File: config.mk
export PLATFORM = sky130hd
export DESIGN_NAME = cmd_dispatch_flat
export DESIGN_NICKNAME = d
export VERILOG_FILES = /design/src/rtl/cmd_dispatch_if.sv /design/src/rtl/cmd_dispatch.sv /design/src/flat_wrapper.sv
export SDC_FILE = /design/constraint.sdc
export NUM_CORES = 1
export LEC_CHECK = 0
export ABC_AREA = 1
export BUFFER_PORTS_ARGS = -buffer_cell sky130_fd_sc_hd__buf_2
export CORE_AREA = 2 2 119 121
export DETAILED_ROUTE_END_ITERATION = 16
export DIE_AREA = 0 0 121 123
export PLACE_DENSITY = 0.76
export SYNTH_ARGS = -nofsm -noshare
export SYNTH_HDL_FRONTEND = slang
export SYNTH_SLANG_ARGS = --single-unit
File: constraint.sdc
create_clock -name clock_fpga -period 4.9 [get_ports clock_fpga]
set_clock_uncertainty 0.05 [all_clocks]
set_input_delay 0.98 -clock clock_fpga [delete_from_list [all_inputs] [get_ports clock_fpga]]
set_output_delay 0.98 -clock clock_fpga [all_outputs]
set_load 0.005 [all_outputs]
File: src/rtl/cmd_dispatch_if.sv
// Handshake bundle between the ifq, the command dispatcher and the xfer_buffer.
// The master modport is the ifq/xfer_buffer side; the slave modport is the dispatcher.
interface cmd_dispatch_if;
  logic         sq_select;
  logic         sq_ready;
  logic [255:0] cmd_out;
  logic         xfer_buf_select;
  logic         mwrite_enable;
  logic [31:0]  tbm_address;
  logic         xfer_complete;
  logic         status_update_enable;
  logic [7:0]   cmdq_index;
  logic [1:0]   cmd_status;
  logic         busy;

  modport master (
    output sq_select, cmd_out, xfer_complete,
    input  sq_ready, xfer_buf_select, mwrite_enable, tbm_address,
           status_update_enable, cmdq_index, cmd_status, busy
  );

  modport slave (
    input  sq_select, cmd_out, xfer_complete,
    output sq_ready, xfer_buf_select, mwrite_enable, tbm_address,
           status_update_enable, cmdq_index, cmd_status, busy
  );
endinterface

File: src/rtl/cmd_dispatch.sv
// Command dispatcher: decodes one CDB, issues one TBM block transfer per block, reports status.
// Optional per-block watchdog enabled by defining CMD_TIMEOUT_EN.
module cmd_dispatch #(
  parameter int BLK_SHIFT      = 12,
  parameter int TIMEOUT_CYCLES = 4096
) (
  input  logic         clock_fpga,
  input  logic         reset_n,
  cmd_dispatch_if.slave bus
);

  typedef enum logic [2:0] {
    IDLE   = 3'd0,
    DECODE = 3'd1,
    ISSUE  = 3'd2,
    WAIT   = 3'd3,
    STATUS = 3'd4
  } state_t;

  localparam logic [7:0] OP_WRITE = 8'h40;
  localparam logic [7:0] OP_READ  = 8'h30;
  localparam logic [1:0] ST_OK    = 2'b11;
  localparam logic [1:0] ST_UNSUP = 2'b01;

  state_t      state_r, state_n;
  logic [7:0]  opcode_r, tag_r;
  logic [31:0] lba_r;
  logic [15:0] count_r, blk_r, blk_n;
  logic [1:0]  status_s;
  logic        is_write_s;
  logic [31:0] addr_sum_s, tbm_next_s;

  logic        sq_ready_r, busy_r, xfer_buf_select_r, mwrite_enable_r;
  logic [31:0] tbm_address_r;
  logic        status_update_enable_r;
  logic [7:0]  cmdq_index_r;
  logic [1:0]  cmd_status_r;

  logic        unused_cdb_bits;
  assign unused_cdb_bits = ^{bus.cmd_out[255:112], bus.cmd_out[95:64], bus.cmd_out[31:16]};

`ifdef CMD_TIMEOUT_EN
  localparam int WD_W = $clog2(TIMEOUT_CYCLES + 1);
  localparam logic [WD_W-1:0] WD_LAST = WD_W'(TIMEOUT_CYCLES - 1);
  localparam logic [1:0] ST_ERR = 2'b10;
  logic [WD_W-1:0] wd_r;

  // Per-block watchdog: cleared on entry to WAIT, counts every cycle spent in WAIT.
  always_ff @(posedge clock_fpga or negedge reset_n) begin
    if (!reset_n) begin
      wd_r <= '0;
    end else if (state_n == WAIT && state_r != WAIT) begin
      wd_r <= '0;
    end else if (state_r == WAIT) begin
      wd_r <= wd_r + WD_W'(1);
    end
  end
`else
  localparam int unused_timeout_cycles = TIMEOUT_CYCLES;
`endif

  assign is_write_s = (opcode_r == OP_WRITE);
  assign addr_sum_s = lba_r + {16'h0000, blk_n};
  assign tbm_next_s = addr_sum_s << BLK_SHIFT;

  // Next-state, next block index and completion status.
  always_comb begin
    state_n  = state_r;
    blk_n    = blk_r;
    status_s = 2'b00;
    case (state_r)
      IDLE: begin
        if (bus.sq_select) begin
          state_n = DECODE;
        end else begin
          state_n = IDLE;
        end
      end
      DECODE: begin
        if (opcode_r == OP_WRITE || opcode_r == OP_READ) begin
          if (count_r != 16'd0) begin
            blk_n   = 16'd0;
            state_n = ISSUE;
          end else begin
            status_s = ST_OK;
            state_n  = STATUS;
          end
        end else begin
          status_s = ST_UNSUP;
          state_n  = STATUS;
        end
      end
      ISSUE: state_n = WAIT;
      WAIT: begin
        if (bus.xfer_complete) begin
          blk_n = blk_r + 16'd1;
          if (blk_n == count_r) begin
            status_s = ST_OK;
            state_n  = STATUS;
          end else begin
            state_n = ISSUE;
          end
        end
`ifdef CMD_TIMEOUT_EN
        else if (wd_r == WD_LAST) begin
          status_s = ST_ERR;
          state_n  = STATUS;
        end
`endif
        else begin
          state_n = WAIT;
        end
      end
      STATUS: state_n = IDLE;
      default: state_n = IDLE;
    endcase
  end

  // State, latched CDB fields and registered outputs (derived from the next state).
  always_ff @(posedge clock_fpga or negedge reset_n) begin
    if (!reset_n) begin
      state_r                <= IDLE;
      opcode_r               <= 8'h00;
      tag_r                  <= 8'h00;
      lba_r                  <= 32'h0000_0000;
      count_r                <= 16'h0000;
      blk_r                  <= 16'h0000;
      sq_ready_r             <= 1'b1;
      busy_r                 <= 1'b0;
      xfer_buf_select_r      <= 1'b0;
      mwrite_enable_r        <= 1'b0;
      tbm_address_r          <= 32'h0000_0000;
      status_update_enable_r <= 1'b0;
      cmdq_index_r           <= 8'h00;
      cmd_status_r           <= 2'b00;
    end else begin
      state_r <= state_n;
      blk_r   <= blk_n;
      if (state_r == IDLE && bus.sq_select) begin
        opcode_r <= bus.cmd_out[7:0];
        tag_r    <= bus.cmd_out[15:8];
        lba_r    <= bus.cmd_out[63:32];
        count_r  <= bus.cmd_out[111:96];
      end
      sq_ready_r             <= (state_n == IDLE);
      busy_r                 <= (state_n != IDLE);
      xfer_buf_select_r      <= (state_n == ISSUE);
      status_update_enable_r <= (state_n == STATUS);
      if (state_n == ISSUE) begin
        mwrite_enable_r <= is_write_s;
        tbm_address_r   <= tbm_next_s;
      end
      if (state_n == STATUS) begin
        cmdq_index_r <= tag_r;
        cmd_status_r <= status_s;
      end
    end
  end

  assign bus.sq_ready             = sq_ready_r;
  assign bus.busy                 = busy_r;
  assign bus.xfer_buf_select      = xfer_buf_select_r;
  assign bus.mwrite_enable        = mwrite_enable_r;
  assign bus.tbm_address          = tbm_address_r;
  assign bus.status_update_enable = status_update_enable_r;
  assign bus.cmdq_index           = cmdq_index_r;
  assign bus.cmd_status           = cmd_status_r;

endmodule

File: src/flat_wrapper.sv
// flat-port wrapper written by rule: the top's interface ports become plain ports
module cmd_dispatch_flat 
#(
  parameter int BLK_SHIFT      = 12,
  parameter int TIMEOUT_CYCLES = 4096
)
  (clock_fpga, reset_n, bus_sq_select, bus_cmd_out, bus_xfer_complete, bus_sq_ready, bus_xfer_buf_select, bus_mwrite_enable, bus_tbm_address, bus_status_update_enable, bus_cmdq_index, bus_cmd_status, bus_busy);
  cmd_dispatch_if bus_i ();
  input  logic clock_fpga;
  input  logic reset_n;
  input wire logic [$bits(bus_i.sq_select)-1:0] bus_sq_select;
  input wire logic [$bits(bus_i.cmd_out)-1:0] bus_cmd_out;
  input wire logic [$bits(bus_i.xfer_complete)-1:0] bus_xfer_complete;
  output wire logic [$bits(bus_i.sq_ready)-1:0] bus_sq_ready;
  output wire logic [$bits(bus_i.xfer_buf_select)-1:0] bus_xfer_buf_select;
  output wire logic [$bits(bus_i.mwrite_enable)-1:0] bus_mwrite_enable;
  output wire logic [$bits(bus_i.tbm_address)-1:0] bus_tbm_address;
  output wire logic [$bits(bus_i.status_update_enable)-1:0] bus_status_update_enable;
  output wire logic [$bits(bus_i.cmdq_index)-1:0] bus_cmdq_index;
  output wire logic [$bits(bus_i.cmd_status)-1:0] bus_cmd_status;
  output wire logic [$bits(bus_i.busy)-1:0] bus_busy;
  assign bus_i.sq_select = bus_sq_select;
  assign bus_i.cmd_out = bus_cmd_out;
  assign bus_i.xfer_complete = bus_xfer_complete;
  assign bus_sq_ready = bus_i.sq_ready;
  assign bus_xfer_buf_select = bus_i.xfer_buf_select;
  assign bus_mwrite_enable = bus_i.mwrite_enable;
  assign bus_tbm_address = bus_i.tbm_address;
  assign bus_status_update_enable = bus_i.status_update_enable;
  assign bus_cmdq_index = bus_i.cmdq_index;
  assign bus_cmd_status = bus_i.cmd_status;
  assign bus_busy = bus_i.busy;
  cmd_dispatch #(.BLK_SHIFT(BLK_SHIFT), .TIMEOUT_CYCLES(TIMEOUT_CYCLES)) u_core (.clock_fpga(clock_fpga), .reset_n(reset_n), .bus(bus_i));
endmodule
# --- Yosys cells after proc, flatten, opt, wreduce, memory -nomap -nowiden ---
# Index checks and enable logic that the tools add are counted.
totals:
  regBits: 106
  out_inout_bits: 47
op_classes:
  add_sub_neg: 2
  eq_ne: 8
  mux: 15
  reduce_logical: 6
op_table:
  columns: ["cell", "n"]
  rows:
  - ["16-bit two-way mux", 3]
  - ["16-bit case mux with 2 select lines", 1]
  - ["20-bit by 16-bit adder with 20-bit output", 1]
  - ["16-bit by 1-bit adder with 16-bit output, second input constant", 1]
  - ["16-bit == test", 1]
  - ["16-bit nonzero test", 1]
  - ["3-bit two-way mux", 4]
  - ["3-bit case mux with 4 select lines", 1]
  - ["3-bit by 2-bit == test with 1-bit output, second input constant", 3]
  - ["8-bit by 6-bit == test with 1-bit output, second input constant", 1]
  - ["8-bit by 7-bit == test with 1-bit output, second input constant", 1]
  - ["2-bit two-way mux", 4]
  - ["3-bit logical NOT", 2]
  - ["2-bit case mux with 2 select lines", 1]
  - ["3-bit by 1-bit == test with 1-bit output, second input constant", 1]
  - ["3-bit == test, second input constant", 1]
  - ["3-bit nonzero test", 1]
  - ["1-bit logical AND", 1]
  - ["1-bit logical OR", 1]
  - ["1-bit two-way mux", 1]

# --- Depth between registers and ports, before layout ---
# Gate-level depths: netlist (run 1).
logic_depth:
  word_depth: 6
  ltp_mapped: 24

# --- Worst setup path before layout (run 1) ---
# OpenSTA, ideal clock, no wires.
synth_path:
  path_kind: "in2reg"
  start: "input port bus_xfer_complete"
  end: "register u_core.tbm_address_r[30] (netlist: u_core.bus.tbm_address[30])"
  arrival_ns: 3.525
  slack_ns: 1.209
  path_stages: 17
  path_buffers: 1
  cell_sequence: "inv_1 -> nor2_1 -> inv_1 -> clkbuf_1 -> o21ai_0 -> ha_1 -> inv_1 -> fa_1 -> o21ai_0 -> a21oi_1 -> o21ai_0 -> nand2_1 -> nand2_1 -> nand2_1 -> xor2_1 -> nand3_1 -> nand2_1"
synth_between:
  elab_chain_len: 3
  elab_cells_between_ends: 6
  cone_classes: "add/sub: 1; eq/ne: 1; mux: 4"
synth_rtl:
  columns: ["element", "line", "text"]
  rows:
  - ["start: declaration", "flat_wrapper.sv:13", "input wire logic [$bits(bus_i.xfer_complete)-1:0] bus_xfer_complete;"]
  - ["16-bit two-way mux", "cmd_dispatch.sv:95", "if (bus.xfer_complete) begin"]
  - ["16-bit case mux with 2 select lines", "cmd_dispatch.sv:71", "case (state_r)"]
  - ["net u_core.blk_n[0]", "cmd_dispatch.sv:28", "logic [15:0] count_r, blk_r, blk_n;"]
  - ["20-bit by 16-bit adder with 20-bit output", "cmd_dispatch.sv:63", "assign addr_sum_s = lba_r + {16'h0000, blk_n};"]
  - ["end signal: assignment", "cmd_dispatch.sv:151", "tbm_address_r <= tbm_next_s;"]
  - ["end: declaration", "cmd_dispatch.sv:34", "logic [31:0] tbm_address_r;"]
# The timed path passes the listed nets, and every way through them passes these cells.
# A chain may end at the register's enable or synchronous reset.

# --- Worst setup path after layout (run 1) ---
layout_path:
  start: "register u_core.count_r[0]"
  end: "register u_core.tbm_address_r[30] (netlist: u_core.bus.tbm_address[30])"
layout_between:
  elab_chain_len: 5
  elab_cells_between_ends: 12
  cone_classes: "add/sub: 1; eq/ne: 2; mux: 8; reduce/logical: 1"
layout_rtl:
  columns: ["element", "line", "text"]
  rows:
  - ["start: declaration", "cmd_dispatch.sv:28", null]
  - ["start signal: assignment", "cmd_dispatch.sv:143", "count_r <= bus.cmd_out[111:96];"]
  - ["16-bit nonzero test", "cmd_dispatch.sv:81", "if (count_r != 16'd0) begin"]
  - ["16-bit two-way mux", "cmd_dispatch.sv:81", null]
  - ["16-bit two-way mux", "cmd_dispatch.sv:80", "if (opcode_r == OP_WRITE || opcode_r == OP_READ) begin"]
  - ["16-bit case mux with 2 select lines", "cmd_dispatch.sv:71", null]
  - ["net u_core.blk_n[1]", "cmd_dispatch.sv:28", null]
  - ["20-bit by 16-bit adder with 20-bit output", "cmd_dispatch.sv:63", null]
# The timed path passes the listed nets, and every way through them passes these cells.

==> results of run 1 <==
-- power groups by stage --
stage	Sequential, mW	Combinational [mW]	Clock (mW)
6_report	1.44	1.18	0.691
3_3_place_gp	1.44	1.15	0
2_1_floorplan	1.40	0.857	0
5_1_grt	1.48	1.35	0.747
4_1_cts	1.44	1.19	0.709
3_5_place_dp	1.44	1.19	0
-- area by class of cell --
| cell class | instances | share of cell area (%) |
|---|---|---|
| clock inverters | 7 | 0.916 |
| well taps | 180 | 3.44 |
| inverters | 63 | 3.61 |
| multi-input cells | 494 | 40.6 |
| clock buffers | 9 | 3.44 |
| flip-flops and latches | 106 | 40.5 |
| diodes | 1 | 0.0382 |
| repair buffers | 95 | 7.48 |
-- Yosys cell counts, types with 11 or more instances --
cell	n
dfrtp_1	105
nand3_1	62
nor2_1	61
ha_1	17
buf_4	14
inv_1	62
xor2_1	14
mux2_2	33
nand4_1	11
o21ai_0	21
nand2_1	182
a21oi_1	39
-- how the worst max path moves through the flow --
| stage | slack, ns | from | endpoint | cells past startpoint |
|---|---|---|---|---|
| 2_1_floorplan | 1.21 | bus_xfer_complete | u_core.bus.tbm_address[30] | 17 |
| 3_3_place_gp | 0.85 | u_core.count_r[2] | u_core.bus.tbm_address[30] | 22 |
| 3_5_place_dp | 0.74 | u_core.count_r[2] | u_core.bus.tbm_address[30] | 22 |
| 4_1_cts | 0.72 | u_core.count_r[0] | u_core.bus.tbm_address[30] | 22 |
| 5_1_grt | 0.33 | u_core.count_r[0] | u_core.bus.tbm_address[30] | 22 |
| 6_report | 0.74 | u_core.count_r[0] | u_core.bus.tbm_address[30] | 22 |
-- kinds of logic after synthesis --
logic type	Yosys count	share of synthesized area, %
AND/OR/NAND/NOR	332	24.8
flip-flops	106	46.7
buffers and inverters	91	7.22
AO/OA/AOI/OAI	79	7.51
multiplexers	33	6.54
XOR/XNOR	20	3.08
adder cells (fa/ha/maj)	18	4.10
other	1	0.0660
-- routing by layer --
metal / up-vias / track usage, %
met3: 23 / 4.11
met4: 0 / 5.89
met1: 2219 / 27.4
met5: - / 0
li1: 2383 / -
met2: 117 / 27.8
-- state kept, by name, indices dropped and copies added (netlist names) --
name                             cells
u_core.bus.xfer_buf_select           1
u_core.bus.sq_ready                  1
u_core.lba_r                        20
u_core.bus.cmdq_index                8
u_core.state_r                       3
u_core.count_r                      16
u_core.bus.mwrite_enable             1
u_core.bus.cmd_status                2
u_core.tag_r                         8
u_core.bus.tbm_address              20
u_core.opcode_r                      8
u_core.blk_r                        16
u_core.bus.busy                      1
u_core.bus.status_update_enable      1
-- per-stage QoR --
stage	total power [mW]	std cells	util (%)
after floorplan	2.26	691	-
after global placement	2.59	938	46.1
after detailed placement	2.64	938	46.1
after CTS	3.34	954	48.1
after global routing	3.58	954	48.1
final	3.31	955	48.2
-- worst min-delay path: stages (launching register included) --
cell and delay, ns:
dfrtp_1 0.35, nand2_1 0.05, nand2_1 0.04
==> summary.md, run 1 <==
| Metric | Value |
|---|---|
| Critical path arrival | `4.40 ns` |
| Share of flip-flops with an asynchronous set or reset | `100%` |
| Commonest cells after routing, fill and taps aside | `nand2_1 (182), dfrtp_1 (105), buf_2 (89)` |
| Crit path kind | `reg2reg` |
| Post-route ant nets | `0` |
| Routed wire per std cell | `14.0 µm` |
| Synthesis-to-finish area growth | `15.4%` |
| Pre-CTS setup slack | `0.744 ns` |
| Final period utilization | `85.0%` |
| H-tree lvl count | `3` |
| Dpl hpwl | `10100 µm` |
| Setup Buffers After CTS | `0` |
| Critical Path RT | `5.14 ns` |
| HP Class | `reg2reg` |
| Buffers & Inverters on Critical Path | `5` |
| Largest net degree at the start of global routing | `77` |
| Largest stage delay on the critical path | `0.45 ns` |
| Cells after Synth | `680` |
| DIE AREA | `14900 µm²` |
| Ratio of cells with drive above 1 in the final layout | `20.4%` |
| Met1 WL | `6690 µm` |
| Top Family by Delay on Critical Path | `simple AND/OR/NAND/NOR gates` |
| Share of the synthesized area in the top cell type | `46.3%` |
| Multi-input logic area | `2660 µm²` |
| Crit path launch type | `flop` |
| Max Cap Viol | `0` |
| Final Cell Area | `6560 µm²` |
| FF-to-FF setup slack | `0.74 ns` |
| RSZ-0062 raised after global routing | `no` |
| Total gr overflow | `0` |
| Ys Warns | `0` |
| Hold buffer count at cts | `0` |
| Die X | `121 µm` |
| Clock slew at reported path FFs | `0.07 ns` |
| GRT Util Overall | `18.8%` |
| Register Area | `2650 µm²` |
| Max Clk Rate | `240 MHz` |
| Core area | `13600 µm²` |
| First-pass GRT wire length | `22100 µm` |
| PD cells | `506 nW/µm²` |
| Critical R2R Capture | `u_core.bus.tbm_address[30]` |
| Slew headroom | `36.1%` |
| Synth Cell Area | `5680 µm²` |
| Iter 0 DRT Violations | `225` |
| First-pass DRT Iterations | `4` |
| Post-CTS Resized | `0` |
| Max-slew violations | `0` |
| DRC Markers | `0` |
| Worst Hold Margin | `0.423 ns` |
| # port buffers | `90` |
| Vias in the first global route | `4503` |
| Final min period | `4.16 ns` |
| Crit-path cells | `inv_1, nand4_1, nor2_1, nand2_1, nand2_1, inv_1, nor2_1, inv_1, nand3_1, inv_1, o22ai_1, inv_1, fa_1, o21ai_0, a21oi_1, o21ai_0, nand2_1, nand2_1, nand2_1, xor2_1, nand3_1, nand2_1` |
| Sequential power share | `43.5%` |
| Final hold viol count | `0` |
| Worst Hold Launch | `u_core.bus.cmdq_index[3]` |
| Peak VDD IR | `0.331 mV` |
| Layout fillers | `1323` |
| Leading cell type in the layout, fill and taps excluded | `nand2_1` |
| GPL Wtd Cong | `0.909` |
| Seq/Total Area, Yosys | `46.7%` |
| Clock power frac | `20.8%` |
| Clk buf depth | `2` |
| Setup_tns | `0 ns` |
| Final #Nets | `1047` |
| DR WL met3 | `642 µm` |
| DR vias | `4742` |
| Site Rows | `43` |
| Psw | `1.23 mW` |
| CTS tree | `yes` |
| Main synth FF type | `dfrtp_1` |
| Root buffer cell | `clkbuf_16` |
| Worst hold path stage count | `2` |
| Dpl cell area | `6270 µm²` |
| Reg2reg path depth | `22` |
| Slowest-stage cell, CP | `fa_1` |
| Internal power | `2.08 mW` |
| Final WL | `13400 µm` |
| Clock net sink count | `106` |
| Hold EP | `u_core.bus.cmdq_index[3]` |
| CTS Buf Count | `9` |
| Highest routed layer | `met4` |
| #FFs+latches synth | `106` |
| Synth Area per Inst | `8.35 µm²` |
| Worst Path Max Fanout | `14` |
| Net Sw Frac | `37.1%` |
| Most area-consuming cells after synthesis | `dfrtp_1 (46%), nand2_1 (12%), mux2_2 (6.5%)` |
| Post-synth top area cell | `dfrtp_1` |
| Initial core utilization | `41.7%` |
| Die height | `123 µm` |
| Skew-Pair Late Insertion Delay | `0.35 ns` |
| Status | `finished, final reports clean` |
| Top cell by count, worst path | `nand2_1` |
| Least-Margin Pin Slew | `0.959 ns` |
| CP Capture Type | `flop` |
| Post-synth EDFFs | `0` |
| Comb power frac | `35.7%` |
| Boundary Pins | `307` |
| Finish-stage setup viols | `0` |
| Worst setup margin | `0.736 ns` |
| Leak | `3.34 nW` |
| Synth cell types | `38` |
| RR Startpoint | `u_core.count_r[0]` |
| Via/cell ratio | `4.97` |
| Number of antenna violations at the first check in global routing | `0` |
| Met2 WL | `5760 µm` |
Note: power is estimated with default switching activity, not from simulation.
==> inputs of run 2 (changes only) <==
Settings changed: CORE_AREA 2 2 119 121 to default, CORE_UTILIZATION from default to 41, DIE_AREA 0 0 121 123 to default, PLACE_DENSITY 0.76 to 0.77.
Clock period 4.9 ns to 3.46 ns, I/O delays scaled along.
==> summary.md, run 2 (same netlist as run 1, synthesis figures left out) <==
| Metric | Value |
|---|---|
| Status | `finished, final reports clean` |
| Clock slew at reported path FFs | `0.07 ns` |
| Synthesis-to-finish area growth | `29.2%` |
| Crit path kind | `reg2reg` |
| Total gr overflow | `0` |
| Site Rows | `42` |
| Final WL | `15200 µm` |
| Commonest cells after routing, fill and taps aside | `nand2_1 (178), dfrtp_1 (105), buf_2 (89)` |
| Skew-Pair Late Insertion Delay | `0.36 ns` |
| Ant diodes | `0` |
| Sequential power share | `38.1%` |
| Boundary Pins | `307` |
| GRT Util Overall | `21.6%` |
| Crit path launch type | `flop` |
| Via/cell ratio | `5.01` |
| Clock power frac | `18.8%` |
| First-pass DRT Iterations | `4` |
| Max Cap Viol | `0` |
| DIE AREA | `14300 µm²` |
| Core area | `13400 µm²` |
| Critical Path RT | `3.70 ns` |
| GPL Wtd Cong | `0.938` |
| Root buffer cell | `clkbuf_16` |
| Routed wire per std cell | `14.8 µm` |
| Clk buf depth | `2` |
| RSZ-0062 raised after global routing | `yes` |
| Vias in the first global route | `4909` |
| PD cells | `733 nW/µm²` |
| Max Clk Rate | `310 MHz` |
| Finish-stage setup viols | `0` |
| Dpl hpwl | `11100 µm` |
| Slew headroom | `47.1%` |
| Clock net sink count | `106` |
| # port buffers | `90` |
| Number of antenna violations at the first check in global routing | `0` |
| H-tree lvl count | `3` |
| Post-route ant nets | `0` |
| Die X | `120 µm` |
| Psw | `2.00 mW` |
| Net Sw Frac | `37.2%` |
| Leading cell type in the layout, fill and taps excluded | `nand2_1` |
| Worst Hold Margin | `0.325 ns` |
| Least-Margin Pin Slew | `0.793 ns` |
| Comb power frac | `43.1%` |
| Leak | `3.73 nW` |
| Largest net degree at the start of global routing | `72` |
| DR vias | `5130` |
| DRC Markers | `0` |
| First-pass GRT wire length | `24200 µm` |
| HP Class | `in2async` |
| Die height | `120 µm` |
| Initial core utilization | `42.4%` |
| Final period utilization | `93.3%` |
| Final hold viol count | `0` |
| Peak VDD IR | `0.428 mV` |
| Total power | `5.38 mW` |
| Internal power | `3.38 mW` |
| Final min period | `3.23 ns` |
| Iter 0 DRT Violations | `289` |
| CTS tree | `yes` |
| Worst Path Max Fanout | `10` |
| CP Capture Type | `flop` |
| Ratio of cells with drive above 1 in the final layout | `32.0%` |
| CTS Buf Count | `9` |
| Final #Nets | `1121` |
| Critical path arrival | `3.47 ns` |
| Max-slew violations | `0` |
[run 2: final cells by class]
cell class	instances	area [µm²]
timing repair buffer	169	1060
multi-input combinational	494	2880
tap	176	220
clock inverter	5	45.0
fill	1210	6060
clock buffer	11	243
sequential	106	2650
inverter	63	244
[run 2: metrics by stage]
stage | setup TNS (ns) | area [µm²] | std cells | setup WS (ns) | util [%]
after floorplan | 0 | 5720 | 691 | 0.0851 | -
after global placement | -0.280 | 6810 | 1005 | -0.108 | 50.8
after detailed placement | -0.787 | 6810 | 1005 | -0.142 | 50.8
after CTS | 0 | 7120 | 1021 | 0.00500 | 53.2
after global routing | -0.0710 | 7340 | 1024 | -0.0337 | 54.8
final | 0 | 7340 | 1024 | 0.232 | 54.8
[run 2: power groups by stage]
stage	clock (mW)	combinational, mW	sequential, mW
2_1_floorplan	0	1.21	1.99
3_3_place_gp	0	2.06	2.03
3_5_place_dp	0	2.12	2.04
4_1_cts	1.02	2.16	2.03
5_1_grt	1.08	2.55	2.10
6_report	1.01	2.32	2.05
[run 2: worst paths after layout]
check	slack [ns]	depth (start not counted)	from	end
hold / removal	0.33	1	reset_n	u_core.bus.cmd_status[0]
setup reg to reg	0.23	20	u_core.opcode_r[5]	u_core.bus.tbm_address[31]
hold reg to reg	0.42	2	u_core.bus.tbm_address[29]	u_core.bus.tbm_address[29]
setup / recovery	0.23	20	u_core.opcode_r[5]	u_core.bus.tbm_address[31]
max in group asynchronous	2.22	2	reset_n	u_core.bus.sq_ready
min in group clock_fpga	0.42	2	u_core.bus.tbm_address[29]	u_core.bus.tbm_address[29]
[run 2: what timing repair did]
item,4_1_cts,5_1_grt
gates resized for setup,13,50
endpoints found under the setup margin,13,15
hold buffers,0,0
buffers inserted,0,3
pin swaps,1,13
[run 2: layer usage]
| layer | up-vias | wire [µm] | share of wire, % | GRT usage, % |
|---|---|---|---|---|
| met1 | 2423 | 7160 | 47 | 30.5 |
| met5 | - | 0 | 0 | 0 |
| met4 | 0 | 319 | 2.1 | 6.33 |
| met2 | 160 | 6970 | 46 | 33.2 |
| met3 | 21 | 747 | 4.9 | 4.56 |
| li1 | 2526 | - | - | - |
[run 2: critical path, stage by stage (launching register included)]
cell	delay [ns]
dfrtp_1	0.39
nor2_1	0.13
nand3_2	0.11
a21oi_2	0.19
nand2_2	0.08
inv_1	0.10
nor2_4	0.05
inv_2	0.08
nand3_4	0.12
inv_8	0.12
buf_4	0.12
o22ai_1	0.09
ha_1	0.38
nand2_1	0.15
nor4_4	0.28
nand2_1	0.09
and2_1	0.16
a21oi_1	0.16
xor2_1	0.16
nand3_1	0.08
nand2_1	0.09
==> inputs of run 3 (changes only) <==
Settings changed: CELL_PAD_IN_SITES_DETAIL_PLACEMENT from default to 0, CELL_PAD_IN_SITES_GLOBAL_PLACEMENT from default to 1, CORE_UTILIZATION 41 to 28, PLACE_DENSITY 0.77 to default, PLACE_DENSITY_LB_ADDON from default to 0.1.
==> summary.md, run 3 (same netlist as run 1, synthesis figures left out) <==
| Metric | Value |
|---|---|
| Core area | `19700 µm²` |
| Met1 Use GR | `23.4%` |
| GRT met2 Usage | `26.2%` |
| Critical Path RT | `3.71 ns` |
| H-tree lvl count | `3` |
| DR vias | `5140` |
| Final min period | `3.24 ns` |
| Worst Path Max Fanout | `11` |
| Vias in the first global route | `5205` |
| Post-Layout Cell Count | `1150` |
| Synthesis-to-finish area growth | `37.7%` |
| Final #Nets | `1158` |
| Site Rows | `51` |
| Hold buffer count at cts | `0` |
| Slew headroom | `46.2%` |
| Leak | `3.92 nW` |
| Max Clk Rate | `309 MHz` |
| Total power | `5.60 mW` |
| CP Capture Type | `flop` |
| Final period utilization | `93.7%` |
| Total gr overflow | `0` |
| Skew-Pair Late Insertion Delay | `0.36 ns` |
| Initial core utilization | `28.9%` |
| FF-to-FF setup slack | `0.22 ns` |
| Peak VDD IR | `0.373 mV` |
| Comb power frac | `44.3%` |
| Number of antenna violations at the first check in global routing | `1` |
| Internal power | `3.53 mW` |
| First-pass GRT wire length | `26800 µm` |
| Clock slew at reported path FFs | `0.08 ns` |
| Register Area | `2650 µm²` |
| Net Sw Frac | `36.9%` |
| Psw | `2.07 mW` |
| Commonest cells after routing, fill and taps aside | `nand2_1 (173), buf_4 (115), dfrtp_1 (105)` |
| DRC Markers | `0` |
| Critical path arrival | `3.49 ns` |
| PD cells | `716 nW/µm²` |
| Routed wire per std cell | `14.6 µm` |
| Met3 Track Usage GR | `3.77%` |
| Final WL | `16800 µm` |
| Least-Margin Pin Slew | `0.808 ns` |
| Crit path kind | `reg2reg` |
| Root buffer cell | `clkbuf_16` |
| Leading cell type in the layout, fill and taps excluded | `nand2_1` |
| Finish-stage setup viols | `0` |
| Via/cell ratio | `4.47` |
| Ratio of cells with drive above 1 in the final layout | `36.3%` |
| Multi-input logic area | `2940 µm²` |
| Most crowded layer after global routing | `met2` |
| Clock net sink count | `106` |
| Largest net degree at the start of global routing | `72` |
| RSZ-0062 raised after global routing | `no` |
| Max Cap Viol | `0` |
| Die X | `144 µm` |
| CTS Buf Count | `9` |
| First-pass DRT Iterations | `4` |
| Clock power frac | `18.9%` |
| Iter 0 DRT Violations | `179` |
| Layout fillers | `2088` |
| Inst Count DP | `1130` |
| CTS tree | `yes` |
| Final hold viol count | `0` |
| Post-route ant nets | `0` |
| # port buffers | `90` |
| HP Class | `in2async` |
| Final Cell Area | `7820 µm²` |
| GPL Wtd Cong | `0.850` |
| DIE AREA | `20900 µm²` |
| Ant diodes | `0` |
| Clk buf depth | `2` |
| Status | `finished, final reports clean` |
| Crit path launch type | `flop` |
| Sequential power share | `36.8%` |
| GRT Util Overall | `16.9%` |
| Boundary Pins | `307` |
| Dpl hpwl | `13100 µm` |
| Die height | `144 µm` |
| Dpl cell area | `7200 µm²` |
| Max-slew violations | `0` |
run 3: cell count changes in the layout (fill, tap and decap cells not counted), sizes merged:
| cell | before | now |
|---|---|---|
| buf | 169 | 206 |
| clkinv | 1 | 3 |
| clkbuf | 11 | 10 |
| inv | 66 | 65 |
run 3: per-layer routing:
metal | part of all wire (%) | vias to the layer above
met5 | 0.066 | -
met2 | 45 | 103
met1 | 49 | 2423
li1 | - | 2595
met4 | 1.3 | 2
met3 | 5.0 | 17
run 3: path summary, 6_finish.rpt:
check / startpoint / endpoint / cells after the start
min in group clock_fpga: u_core.bus.tbm_address[18] / u_core.bus.tbm_address[18] / 2
hold reg to reg: u_core.bus.tbm_address[18] / u_core.bus.tbm_address[18] / 2
max in group asynchronous: reset_n / u_core.bus.sq_ready / 2
hold / removal: reset_n / u_core.count_r[12] / 1
setup / recovery: u_core.count_r[14] / u_core.bus.tbm_address[30] / 25
setup reg to reg: u_core.count_r[14] / u_core.bus.tbm_address[30] / 25
run 3: metrics by stage:
step | setup TNS [ns] | util, % | setup WS, ns | hold WS, ns
2_1_floorplan | 0 | - | 0.0851 | 0.346
3_3_place_gp | -2.22 | 36.7 | -0.299 | 0.400
3_5_place_dp | -2.21 | 36.7 | -0.269 | 0.398
4_1_cts | 0 | 38.5 | 0.0246 | 0.354
5_1_grt | 0 | 39.8 | 0.00787 | 0.385
6_report | 0 | 39.8 | 0.219 | 0.337
run 3: cell type report:
type | instances | area share (%)
tap | 265 | 4.24
timing repair buffer | 206 | 17.2
multi-input combinational | 494 | 37.6
sequential | 106 | 33.9
clock inverter | 6 | 0.912
inverter | 63 | 3.06
clock buffer | 10 | 3.06
run 3: power by group through the flow:
stage / Combinational (mW) / Sequential, mW / Clock, mW
final: 2.48 / 2.06 / 1.06
after global routing: 2.78 / 2.13 / 1.15
after CTS: 2.38 / 2.04 / 1.11
after detailed placement: 2.35 / 2.05 / 0
after global placement: 2.32 / 2.04 / 0
after floorplan: 1.21 / 1.99 / 0
run 3: critical path: stages, from the launching register on:
cell and delay (ns):
dfrtp_1 0.39, inv_1 0.08, nand4_1 0.11, nor2_2 0.20, nand2_2 0.09, nand2_2 0.08
inv_1 0.05, nor2_2 0.12, inv_2 0.07, nand3_4 0.08, inv_4 0.05, buf_12 0.14
o22ai_1 0.13, buf_4 0.16, ha_4 0.21, a21oi_2 0.19, o21bai_1 0.08, a21oi_1 0.15
o21ai_2 0.08, buf_4 0.14, nand2_1 0.06, nand2_2 0.06, nand2_1 0.07, xor2_1 0.14
nand3_1 0.09, nand2_1 0.09
run 3: repair_timing:
| action | in CTS | in global routing |
|---|---|---|
| setup endpoints to repair | 12 | 13 |
| gates resized for setup | 17 | 55 |
| pin swaps | 3 | 16 |
| gates cloned | 0 | 0 |
| setup buffers | 1 | 3 |
